===== config.mk =====
export PLATFORM = sky130hd
export DESIGN_NAME = axi_node_wrr_arbiter
export DESIGN_NICKNAME = d
export VERILOG_FILES = /design/src/rtl/axi_node_wrr_arbiter.sv
export SDC_FILE = /design/constraint.sdc
export NUM_CORES = 1
export LEC_CHECK = 0
export ABC_AREA = 1
export ABC_CLOCK_PERIOD_IN_PS = 3400
export CAP_MARGIN = 40
export CORE_MARGIN = 1
export CORE_UTILIZATION = 32
export CTS_CLUSTER_SIZE = 12
export DETAILED_ROUTE_END_ITERATION = 7
export HOLD_SLACK_MARGIN = 0.03
export PLACE_DENSITY = 0.78
export SYNTH_ARGS = -nofsm -noshare
export SYNTH_HDL_FRONTEND = slang
export SYNTH_SLANG_ARGS = --single-unit

===== constraint.sdc =====
create_clock -name clk_i -period 3.4 [get_ports clk_i]
set_input_delay 1.02 -clock clk_i [delete_from_list [all_inputs] [get_ports clk_i]]
set_output_delay 1.02 -clock clk_i [all_outputs]
set_load 0.05 [all_outputs]

===== src/rtl/axi_node_wrr_arbiter.sv =====
// Weighted round-robin arbiter for one AXI address channel (weights enabled by AXI_NODE_WRR_WEIGHT_EN).
// Latency: zero cycles, grant and payload are combinational from inputs and state.
// Backpressure: a stalled grant is locked until its handshake, so the payload stays stable.
module axi_node_wrr_arbiter #(
    parameter int unsigned N_MASTER     = 4,
    parameter int unsigned ID_WIDTH     = 4,
    parameter int unsigned AUX_WIDTH    = 1,
    parameter int unsigned WEIGHT_WIDTH = 4,
    parameter int unsigned IDX_WIDTH    = $clog2(N_MASTER)
) (
    input  logic                             clk_i,
    input  logic                             rst_i,
    input  logic [N_MASTER*WEIGHT_WIDTH-1:0] cfg_weight_i,
    input  logic [N_MASTER*ID_WIDTH-1:0]     inp_id_i,
    input  logic [N_MASTER*AUX_WIDTH-1:0]    inp_aux_i,
    input  logic [N_MASTER-1:0]              inp_valid_i,
    output logic [N_MASTER-1:0]              inp_ready_o,
    output logic [ID_WIDTH-1:0]              oup_id_o,
    output logic [AUX_WIDTH-1:0]             oup_aux_o,
    output logic [IDX_WIDTH-1:0]             oup_idx_o,
    output logic                             oup_valid_o,
    input  logic                             oup_ready_i
);

    localparam logic [0:0] IDLE   = 1'b0;
    localparam logic [0:0] LOCKED = 1'b1;

    logic [0:0]           state_q;
    logic [IDX_WIDTH-1:0] rr_ptr_q;
    logic [IDX_WIDTH-1:0] lock_idx_q;
    logic [IDX_WIDTH-1:0] search_idx;
    logic [IDX_WIDTH-1:0] sel;
    logic [IDX_WIDTH-1:0] next_ptr;
    logic [IDX_WIDTH:0]   cand;
    logic                 hs;

    logic [ID_WIDTH-1:0]  id_arr  [N_MASTER];
    logic [AUX_WIDTH-1:0] aux_arr [N_MASTER];

    for (genvar i = 0; i < N_MASTER; i++) begin : g_unpack
        assign id_arr[i]  = inp_id_i[i*ID_WIDTH +: ID_WIDTH];
        assign aux_arr[i] = inp_aux_i[i*AUX_WIDTH +: AUX_WIDTH];
    end

    // Walk offsets from high to low so the requester closest to rr_ptr is written last and wins.
    always_comb begin
        search_idx = rr_ptr_q;
        cand       = '0;
        for (int k = N_MASTER - 1; k >= 0; k--) begin
            cand = {1'b0, rr_ptr_q} + (IDX_WIDTH+1)'(k);
            if (cand >= (IDX_WIDTH+1)'(N_MASTER)) begin
                cand = cand - (IDX_WIDTH+1)'(N_MASTER);
            end
            if (inp_valid_i[cand[IDX_WIDTH-1:0]]) begin
                search_idx = cand[IDX_WIDTH-1:0];
            end
        end
    end

    always_comb begin
        if (rst_i) begin
            sel         = '0;
            oup_valid_o = 1'b0;
        end else if (state_q == LOCKED) begin
            sel         = lock_idx_q;
            oup_valid_o = inp_valid_i[lock_idx_q];
        end else begin
            sel         = search_idx;
            oup_valid_o = |inp_valid_i;
        end
    end

    assign hs        = oup_valid_o && oup_ready_i;
    assign oup_idx_o = sel;
    assign oup_id_o  = id_arr[sel];
    assign oup_aux_o = aux_arr[sel];
    assign next_ptr  = (sel == IDX_WIDTH'(N_MASTER - 1)) ? '0 : sel + IDX_WIDTH'(1);

    always_comb begin
        inp_ready_o = '0;
        for (int i = 0; i < N_MASTER; i++) begin
            inp_ready_o[i] = hs && (sel == IDX_WIDTH'(i));
        end
    end

    always_ff @(posedge clk_i) begin
        if (rst_i) begin
            state_q    <= IDLE;
            lock_idx_q <= '0;
        end else if (state_q == IDLE) begin
            if (oup_valid_o && !oup_ready_i) begin
                state_q    <= LOCKED;
                lock_idx_q <= sel;
            end
        end else if (hs) begin
            state_q <= IDLE;
        end
    end

`ifdef AXI_NODE_WRR_WEIGHT_EN
    logic [IDX_WIDTH-1:0]    owner_q;
    logic [WEIGHT_WIDTH-1:0] cnt_q;
    logic [WEIGHT_WIDTH-1:0] weight_arr [N_MASTER];
    logic [WEIGHT_WIDTH-1:0] eff_w;
    logic [WEIGHT_WIDTH:0]   n_grant;
    logic                    turn_done;

    for (genvar i = 0; i < N_MASTER; i++) begin : g_weight
        assign weight_arr[i] = cfg_weight_i[i*WEIGHT_WIDTH +: WEIGHT_WIDTH];
    end

    // A zero weight still grants one transaction per turn.
    assign eff_w     = (weight_arr[sel] == '0) ? WEIGHT_WIDTH'(1) : weight_arr[sel];
    assign n_grant   = (sel == owner_q) ? {1'b0, cnt_q} + (WEIGHT_WIDTH+1)'(1)
                                        : (WEIGHT_WIDTH+1)'(1);
    assign turn_done = n_grant >= {1'b0, eff_w};

    always_ff @(posedge clk_i) begin
        if (rst_i) begin
            rr_ptr_q <= '0;
            owner_q  <= '0;
            cnt_q    <= '0;
        end else if (hs) begin
            owner_q <= sel;
            if (turn_done) begin
                cnt_q    <= '0;
                rr_ptr_q <= next_ptr;
            end else begin
                cnt_q    <= n_grant[WEIGHT_WIDTH-1:0];
                rr_ptr_q <= sel;
            end
        end
    end
`else
    logic unused_cfg;
    assign unused_cfg = ^cfg_weight_i;

    always_ff @(posedge clk_i) begin
        if (rst_i) begin
            rr_ptr_q <= '0;
        end else if (hs) begin
            rr_ptr_q <= next_ptr;
        end
    end
`endif

endmodule


### After elaboration in Yosys (flattened, before gate mapping)

Index checks and enable logic that the tools add are counted.

| storage, ports and cells | value |
|---|---|
| register bits | 5 |
| input port bits | 43 |
| word-level logic and storage cells | 68 |
| output and inout bits | 12 |

| operators by class | value |
|---|---|
| bitwise operators | 2 |
| reduce and logical (&&, ||, !) cells | 10 |
| eq/ne operators | 3 |
| add/sub/neg operators | 8 |
| multiplexer cells | 32 |
| magnitude comparators | 10 |

Operator list:

| kind | count |
|---|---|
| two-way mux 2 bit | 11 |
| < comparator 2 x 3 -> 1 bit, second input constant | 5 |
| binary-select mux 1 bit (select 2 bit) | 6 |
| greater-or-equal comparator 3 bit, second input constant | 4 |
| two-way mux 1 bit | 12 |
| binary-select mux 4 bit (select 2 bit) | 1 |
| two-way mux 4 bit | 2 |
| subtractor 2 x 1 -> 2 bit, second input constant | 4 |
| adder 2 x 2 -> 3 bit, second input constant | 2 |
| logical AND 1 bit | 6 |
| equality test 2 bit, second input constant | 2 |
| OR reduction 4 bit | 1 |
| adder 2 x 1 -> 3 bit, second input constant | 1 |
| greater-or-equal comparator 2 x 3 -> 1 bit, second input constant | 1 |
| NOT 2 -> 3 bit | 1 |
| adder 2 x 1 -> 2 bit, second input constant | 1 |
| equality test 2 x 1 -> 1 bit, second input constant | 1 |
| logical NOT 2 bit | 1 |
| AND reduction 2 bit | 1 |
| logical NOT 1 bit | 1 |
| NOT 1 bit | 1 |

### Depth between registers and ports, before layout

Gate-level depths: netlist (run 1).

| logic depth | value |
|---|---|
| depth after elaboration | 15 |
| mapped depth | 20 |
| depth with buffers taken out | 18 |

### Least setup slack after synthesis (run 1)

OpenSTA, ideal clock, no wires.

| timing | value |
|---|---|
| path type | input-to-output |
| start point | in inp_valid_i[3] |
| end point | out inp_ready_o[3] |
| arrival | 3.140 ns |
| path buffers | 1 |
| path slack | -0.760 ns |
| stages | 14 |
| data required time | 2.380 ns |
| cell sequence | inv_1 nand2_1 and2_1 nand2_1 nand2_1 inv_1 nand3_1 nand3_2 nand2_2 buf_6 inv_1 ha_1 inv_1 nor2_1 |

| between the ends | value |
|---|---|
| word-level cells in the longest chain between the ends | 10 |
| elaborated cells between the ends (all ways) | 22 |
| classes of those cells | eq/ne (1); mux (18); reduce/logical (3) |

Ends and longest elaborated chain:

| what | RTL line | RTL |
|---|---|---|
| start, declared | 16 | `input logic [N_MASTER-1:0] inp_valid_i,` |
| binary-select mux 1 bit (select 2 bit) | 54 | `if (inp_valid_i[cand[IDX_WIDTH-1:0]]) begin` |
| two-way mux 1 bit (not written as such) | 54 |  |
| two-way mux 2 bit (3 in a row) | 54 |  |
| two-way mux 2 bit (*) | 54 |  |
| two-way mux 2 bit (*) | 64 | `end else if (state_q == LOCKED) begin` |
| two-way mux 2 bit (*) | 61 | `if (rst_i) begin` |
| via oup_idx_o[0] | 20 | `output logic [IDX_WIDTH-1:0] oup_idx_o,` |
| equality test 2 bit (*) | 82 | `inp_ready_o[i] = hs && (sel == IDX_WIDTH'(i));` |
| logical AND 1 bit (*) | 82 |  |
| end, declared | 17 | `output logic [N_MASTER-1:0] inp_ready_o,` |

The timed path passes the listed nets; every way through them passes the cells marked *. The select of a mux whose other input is x is not followed.

### Worst setup path in the final report (run 1)

| timing | value |
|---|---|
| start point | in inp_valid_i[2] |
| end point | out inp_ready_o[3] |

| between the ends | value |
|---|---|
| word-level cells in the longest chain between the ends | 10 |
| elaborated cells between the ends (all ways) | 22 |
| classes of those cells | eq/ne (1); mux (18); reduce/logical (3) |

Ends and longest elaborated chain:

| what | RTL line |
|---|---|
| binary-select mux 1 bit (select 2 bit) | 54 |
| two-way mux 1 bit (not written as such) | 54 |
| two-way mux 2 bit (4 in a row) | 54 |
| two-way mux 2 bit | 64 |
| two-way mux 2 bit | 61 |
| equality test 2 bit | 82 |
| logical AND 1 bit (*) | 82 |

Every way passes the cells marked *; elsewhere a longest branch is shown, timed or not. The select of a mux whose other input is x is not followed.

==> impl_metrics.tcl, run 1 <==
set metrics [dict create \
    ctsHoldBuffers 0 \
    final_util_pct 74.5 \
    crit_path_start "inp_valid_i[2]" \
    slew_headroom_pct 80.2 \
    cts_tree "yes" \
    switching_share_pct 46.8 \
    ys_seq_area_share_pct 12.1 \
    use_met2_pct 42.6 \
    hold_start "lock_idx_q[0]" \
    grt_use_met1_pct 25.5 \
    drv_cap 0 \
    grt_antenna_before_repair 0 \
    die_h_um 52.8 \
    die_w_um 52.8 \
    final_antenna_net_count 0 \
    syn_inst 163 \
    clk_pin_slew_ns 0.04 \
    crit_type "in2out" \
    rsz0062_at_grt "true" \
    drc 0 \
    layout-drive-gt1-share_pct 43.2 \
    end_kind "primary output" \
    dr.pass1.iters 4 \
    grt_usage_pct 23.2 \
    avgSynthCellArea_um2 5.07 \
    antenna_cells 0 \
    drv_slew 0 \
    clkPwrFrac_pct 12.4 \
    routed_wl_um 3040 \
    core-area_um2 2450 \
    fin_crit_ns 3.61 \
    yosysTopAreaCell "nand2_1" \
    worst-path-buf-inv 7 \
    via_per_inst 4.63 \
    max_stage_delay_ns 0.20 \
    grt_max_degree 12 \
    rows 18 \
    fill_cells 158 \
    cts.sink_count 5 \
    drt_iter0_drc 14 \
    grt_overflow_total 0 \
    grt_util_met3_pct 3.77 \
    ctsHtreeMaxLevel 1 \
    start_util_pct 33.6 \
    tightest_slew_ns 0.295 \
    gp_congestion 0.781 \
    fmax_ghz 0.277 \
    synth_top_cell_area_share_pct 21.4 \
    critPathArrivalTime_ns 2.59 \
    finalHoldViolations 0 \
    switchingPower_mw 0.275 \
    dieArea_um2 2790 \
    power_frac_comb_pct 75.6 \
    busiest_layer "met2" \
    cts_made_buffers 3 \
    dpl_cell_area_um2 1610 \
    fin_skew_ns 0.00501 \
    critPathLaunchType "input port" \
    wl_per_cell_um 11.8 \
    slowest_stage "ha_4" \
    worst_path_dominant_cell_family "buffers and inverters" \
    num_vias 1199 \
    dp_hpwl_um 1840 \
    setup_viol 11 \
    stdcell_area_um2 1830 \
    violations "negative setup slack" \
    setup_ws_ns -0.208 \
    syn_area_um2 826 \
    ys_seq_elements 5 \
    holdCritPathClass "reg2reg" \
    yosysWarnings 0 \
    vdd_drop_max_mv 0.252 \
    area.growth.synth_to_final_pct 122 \
    p_leak_nw 0.937 \
    path_max_fanout 3 \
    portBuffers 38 \
    io_pins 55 \
    r2r_start "rr_ptr_q[0]" \
    synth.area.top_cells "nand2_1 21%, inv_1 19%, nand3_1 18%" \
    pwr-share-seq_pct 11.9 \
    grt_pass1_wl_um 4720 \
    clk_path_buf_depth 2 \
    grt_pass1_vias 1107 \
    internal_power_mw 0.314 \
    fin_nets 277 \
    outcome "complete, but fails checks" \
    power_density_nw_per_um2 322 \
    worst_ep_required_time_ns 2.38 \
    period_share_pct 106 \
    yosysUniqueCellTypes 19 \
    clk_latency_ns 0.25 \
    cts_root_buffer "clkbuf_4" \
    worstPathCellList "buf_6, buf_6, inv_12, nand2_8, and2_4, nand2_2, nand2_2, inv_2, nand2_1, nand2_1, nand3_2, nand2_4, clkinvlp_4, ha_4, inv_4, nor2_4, buf_8" \
    syn-num-nets 210 \
]
-- layer usage --
layer	vias up	part of all wire [%]	wire length, um
li1	633	-	-
met1	520	40	1230
met2	38	53	1620
met3	8	3.4	105
met4	0	3.0	91
met5	-	0	0
-- layout make-up --
class,count,area [um^2],share of cell area [%]
Clock buffer,4,26.3,1.44
Inverter,45,201,11.0
Multi-Input combinational cell,109,756,41.3
Sequential cell,5,100,5.47
Tap cell,30,37.5,2.05
Timing Repair Buffer,66,708,38.7
-- cells by family (layout without fill, tap and decap cells) --
logic type | after synthesis | in the layout | share of synthesized area, %
buffers and inverters | 49 | 115 | 24.8
adders and majority gates | 4 | 4 | 6.06
DFF | 5 | 5 | 12.1
and+or+nand+nor | 88 | 88 | 46.4
AOI/OAI and AO/OA | 17 | 17 | 10.6
-- worst register-to-register path, cell delays in order (launching register included) --
cell and delay (ns):
dfxtp_1 0.40, buf_4 0.21, nand2_1 0.07, nand2_1 0.08, nand2_1 0.08, nand2_1 0.07, nand2_1 0.06, nand2_2 0.08
nand2_1 0.06, nand2_1 0.07, nand3_2 0.11, nand2_4 0.12, clkinvlp_4 0.15, ha_4 0.26, o21ai_0 0.23, a21oi_1 0.07
-- synth_stat cells --
cell type  instances
nand2_1           47
a21oi_1            7
nand4_1            1
clkbuf_1           1
buf_6              2
nand2_2            2
ha_1               4
nor2_1             7
and2_1             1
o211ai_1           1
inv_1             42
buf_4              1
dfxtp_1            5
o21ai_1            2
inv_4              1
nand3_2            1
inv_2              2
o21ai_0            7
nand3_1           29
-- timing repair --
item                                    CTS  global route
endpoints found under the setup margin   12            11
pin swaps                                18             3
setup buffers                             5             2
resized for setup                        46             9
hold endpoints to repair                  0             0
-- layout by cell type (no fill, tap or decap), types with 2 or more instances in the layout --
cell type	synthesis	final
ha_4	0	4
inv_4	1	2
buf_6	2	12
nand3_1	29	19
nor2_1	7	3
buf_2	0	3
nand2_4	0	8
buf_12	0	9
dfxtp_1	5	5
clkinvlp_4	0	2
clkdlybuf4s50_1	0	22
inv_2	2	8
o21ai_0	7	7
nor2_4	0	4
inv_1	42	31
buf_4	1	19
a21oi_1	7	7
nand2_1	47	32
nand2_2	2	8
clkbuf_4	0	3
nand3_2	1	10
-- worst paths after layout --
check                                      end  slack (ns)  cells after the start
worst min-delay path             lock_idx_q[0]        0.61                      2
worst max-delay path            inp_ready_o[3]       -0.21                     17
worst min register to register   lock_idx_q[0]        0.61                      2
worst max register to register     rr_ptr_q[1]        1.15                     15
-- per-stage QoR --
stage	power [mW]	setup WS [ns]	setup TNS, ns	std cells	hold WS, ns
after floorplan	0.292	-0.104	-0.296	163	0.514
after global placement	0.452	-0.557	-5.73	248	0.583
after detailed placement	0.454	-0.569	-5.83	248	0.594
after CTS	0.563	-0.111	-0.949	257	0.607
after global routing	0.626	-0.313	-2.80	259	0.621
final	0.589	-0.208	-1.80	259	0.606
-- power by group through the flow --
stage                     Clock (mW)  Sequential (mW)  Combinational [mW]
after floorplan                    0           0.0685               0.223
after global placement             0           0.0707               0.381
after detailed placement           0           0.0708               0.384
after CTS                     0.0724           0.0697               0.421
after global routing          0.0817           0.0711               0.473
final                         0.0733           0.0701               0.445
Power figures use the tool's default switching activity.
==> inputs of run 2 (changes only) <==
Settings changed: ABC_CLOCK_PERIOD_IN_PS 3400 to 3580, HOLD_SLACK_MARGIN 0.03 to unset.
Clock period 3.4 ns to 3.58 ns, I/O delays scaled along.
==> impl_metrics.tcl, run 2 (same netlist as run 1, synthesis figures left out) <==
set metrics [dict create \
    outcome "complete, but fails checks" \
    violations "design-rule violations, negative setup slack" \
    finalHoldViolations 0 \
    worst_ep_required_time_ns 2.51 \
    hold_depth 4 \
    r2r_start "rr_ptr_q[0]" \
    period_share_pct 103 \
    drv_cap 0 \
    drt_iter0_drc 31 \
    routed_wl_um 2990 \
    r2r_slack_ns 1.13 \
    grt_usage_pct 20.5 \
    critPathArrivalTime_ns 2.61 \
    grt_overflow_total 0 \
    dieArea_um2 2790 \
    cts.sink_count 5 \
    start_util_pct 33.6 \
    final_common_cell "nand2_1" \
    tightest_slew_ns 0.511 \
    setup_ws_ns -0.104 \
    ctsHtreeMaxLevel 1 \
    vdd_drop_max_mv 0.235 \
    fin_skew_ns 0.00647 \
    cts_made_buffers 3 \
    portBuffers 38 \
    regArea_um2 100 \
    cts_root_buffer "clkbuf_4" \
    slew_headroom_pct 65.9 \
    r2r_cells 19 \
    via_per_inst 4.90 \
    drc 1 \
    final_antenna_net_count 0 \
    layout.cells.most_common_list "33 x nand2_1, 31 x inv_1, 23 x buf_4" \
    fmax_ghz 0.271 \
    crit_type "in2out" \
    antenna_cells 0 \
    gp_congestion 0.831 \
    clk_latency_ns 0.26 \
    final_util_pct 73.9 \
    grt_max_degree 11 \
    hold-worst-slack_ns 0.602 \
    fin_nets 279 \
    fin_crit_ns 3.68 \
    dpl_cell_area_um2 1590 \
    drv_slew 0 \
    grt_pass1_wl_um 4260 \
    dp_hpwl_um 2050 \
    power_density_nw_per_um2 303 \
    clk_path_buf_depth 2 \
    p_leak_nw 0.938 \
    num_vias 1279 \
    finalPower_mw 0.549 \
    fill_cells 168 \
    tns_ns -0.854 \
    multi_input_area_um2 714 \
    critPathLaunchType "input port" \
    io_pins 55 \
    end_kind "primary output" \
    holdCritPathClass "reg2reg" \
    grt_antenna_before_repair 0 \
    layout.cells.non_filler 261 \
    setup_viol 10 \
    layout-drive-gt1-share_pct 42.9 \
    die_h_um 52.8 \
    rsz0062_at_grt "true" \
    wl_per_cell_um 11.5 \
    clk_pin_slew_ns 0.04 \
    place_worst_setup_slack_ns -0.546 \
    rows 18 \
    dr.pass1.iters 6 \
    reg2reg_to "rr_ptr_q[0]" \
    stdcell_area_um2 1810 \
    holdPathEnd "lock_idx_q[1]" \
    area.growth.synth_to_final_pct 120 \
    hold_start "lock_idx_q[1]" \
    cts_tree "yes" \
    die_w_um 52.8 \
    path_max_fanout 5 \
    dp_cells 248 \
    core-area_um2 2450 \
    grt_pass1_vias 1103 \
]
==> run 2: timing repair <==
action | 4_1_cts | 5_1_grt
hold buffers | 0 | 0
setup endpoints to repair | 12 | 11
gates cloned | 0 | 0
setup buffers | 7 | 2
resized for setup | 36 | 17
pin swaps | 17 | 18
==> run 2: worst max path at each step <==
stage                     cells past startpoint  slack (ns)        endpoint      startpoint
after floorplan                              15       -0.03  inp_ready_o[3]  inp_valid_i[2]
after global placement                       17       -0.50  inp_ready_o[3]  inp_valid_i[2]
after detailed placement                     18       -0.55  inp_ready_o[2]  inp_valid_i[2]
after CTS                                    17       -0.06  inp_ready_o[3]  inp_valid_i[2]
after global routing                         16       -0.19       oup_aux_o  inp_valid_i[2]
final                                        16       -0.10     oup_id_o[0]  inp_valid_i[2]
==> run 2: final cells by class <==
class,count,share of cell area [%]
clock buffers,4,1.45
well taps,30,2.07
multi-input cells,109,39.4
repair buffers,68,40.2
inverters,45,11.4
flip-flops and latches,5,5.52
==> run 2: worst max-delay path, cell delays in order <==
cell        delay, ns
buf_6            0.09
buf_4            0.12
nand2_2          0.06
o21ai_2          0.06
nand2_1          0.08
nand2_1          0.06
inv_2            0.07
nand3_2          0.07
nand3_2          0.08
nand2_2          0.09
nand2_4          0.11
clkinvlp_4       0.17
buf_6            0.18
nand3_2          0.07
nand2_2          0.06
buf_12           0.15
==> run 2: per-layer routing <==
layer,routed length [um],share of wire (%),GRT usage (%),up-vias
met5,0,0,0,-
met4,65,2.2,9.21,0
met3,224,7.5,4.93,9
met2,1530,51,35.9,64
met1,1170,39,23.2,576
li1,-,-,-,630
==> run 2: where the power goes <==
| group | switching (mW) | internal, mW |
|---|---|---|
| clock network | 0.0284 | 0.0425 |
| registers | 0.00911 | 0.0603 |
| logic | 0.217 | 0.192 |
==> inputs of run 3 (changes only) <==
Settings changed: ABC_CLOCK_PERIOD_IN_PS 3580 to 3950, SKIP_CTS_REPAIR_TIMING set to 1.
Clock period 3.58 ns to 3.95 ns, I/O delays scaled along.
==> impl_metrics.tcl, run 3 (same netlist as run 1, synthesis figures left out) <==
set metrics [dict create \
    slowest_stage "ha_1" \
    ctsHtreeMaxLevel 1 \
    portBuffers 38 \
    holdCritPathClass "reg2reg" \
    core-area_um2 2450 \
    grt_overflow_total 0 \
    internal_power_mw 0.242 \
    grt_max_degree 11 \
    grt_pass1_wl_um 3640 \
    die_h_um 52.8 \
    fmax_ghz 0.259 \
    r2r_slack_ns 1.73 \
    path_common_cell "nand2_1" \
    drc 0 \
    finalPower_mw 0.442 \
    drv_slew 0 \
    cts_made_buffers 3 \
    fin_nets 271 \
    dp_hpwl_um 1870 \
    clk_pin_slew_ns 0.04 \
    dr.pass1.iters 7 \
    max_stage_delay_ns 0.20 \
    num_vias 1180 \
    slew_headroom_pct 70.3 \
    grt_antenna_before_repair 0 \
    drv_cap 0 \
    layout-drive-gt1-share_pct 31.8 \
    grt_usage_pct 17.9 \
    critPathArrivalTime_ns 2.67 \
    cts.sink_count 5 \
    dieArea_um2 2790 \
    cts_tree "yes" \
    worst_ep_required_time_ns 2.76 \
    power_frac_comb_pct 72.1 \
    finalHoldViolations 0 \
    final_common_cell "nand2_1" \
    area.growth.synth_to_final_pct 90.0 \
    clk_latency_ns 0.25 \
    wl_per_cell_um 9.90 \
    crit_type "in2out" \
    outcome "finished, final reports clean" \
    clk_path_buf_depth 2 \
    via_per_inst 4.66 \
    p_leak_nw 0.856 \
    fin_skew_ns 0.00296 \
    layout.cells.most_common_list "40 x nand2_1, 33 x inv_1, 27 x nand3_1" \
    start_util_pct 33.6 \
    period_share_pct 97.7 \
    power_density_nw_per_um2 282 \
    fin_crit_ns 3.86 \
    path_max_fanout 4 \
    clkPwrFrac_pct 13.9 \
    cts_root_buffer "clkbuf_4" \
    routed_wl_um 2500 \
    final_util_pct 63.9 \
    hold_depth 2 \
    r2r_cells 18 \
    vdd_drop_max_mv 0.207 \
    drt_iter0_drc 19 \
    pwr-share-seq_pct 14.0 \
    switching_share_pct 45.3 \
    final_antenna_net_count 0 \
    io_pins 55 \
    die_w_um 52.8 \
    critPathLaunchType "input port" \
    antenna_cells 0 \
    end_kind "primary output" \
    rows 18 \
    grt_pass1_vias 954 \
    gp_congestion 0.798 \
    switchingPower_mw 0.200 \
    setup_viol 0 \
    tightest_slew_ns 0.445 \
    worstPathCellList "clkbuf_2, inv_2, nand2_2, and2_1, nand2_1, nand2_1, inv_1, nand2_1, nand2_1, nand3_2, nand2_4, clkinvlp_4, ha_1, inv_2, nor2_4, buf_6" \
]
## run 3: final cells by class
cell class,instances,area (um^2)
fillers,228,886
clock buffers,4,26.3
inverters,45,179
repair buffers,60,632
well taps,30,37.5
multi-input cells,109,594
flip-flops and latches,5,100
## run 3: power by group through the flow
stage	Sequential, mW	Combinational (mW)	Clock (mW)
final	0.0620	0.318	0.0614
after global routing	0.0626	0.343	0.0665
after CTS	0.0611	0.304	0.0636
after detailed placement	0.0620	0.302	0
after global placement	0.0619	0.299	0
after floorplan	0.0588	0.166	0
## run 3: worst paths after layout
path | from | end
setup / recovery | inp_valid_i[3] | inp_ready_o[3]
hold / removal | flip-flop | flip-flop
setup reg to reg | rr_ptr_q[0] | rr_ptr_q[0]
hold reg to reg | flip-flop | flip-flop
## run 3: critical path, delay by kind of cell
family / cells / cell delay (ns)
fa+ha+maj: 1 / 0.20
simple gates: 9 / 0.70
buf+inv: 6 / 0.56
## run 3: per-stage QoR
stage | setup slack (ns) | TNS (ns) | hold slack (ns) | cells | area [um^2]
2_1_floorplan | -0.000475 | -0.000475 | 0.514 | 163 | 858
3_3_place_gp | -0.292 | -2.38 | 0.556 | 245 | 1470
3_5_place_dp | -0.326 | -2.67 | 0.576 | 245 | 1470
4_1_cts | -0.333 | -2.81 | 0.586 | 249 | 1500
5_1_grt | -0.0538 | -0.258 | 0.641 | 253 | 1570
6_report | 0.0916 | 0 | 0.590 | 253 | 1570
## run 3: metal layers
metal	wire, um	GRT usage, %
met1	987	18.8
met2	1270	30.8
met3	213	6.09
met4	32	9.65
met5	0	0
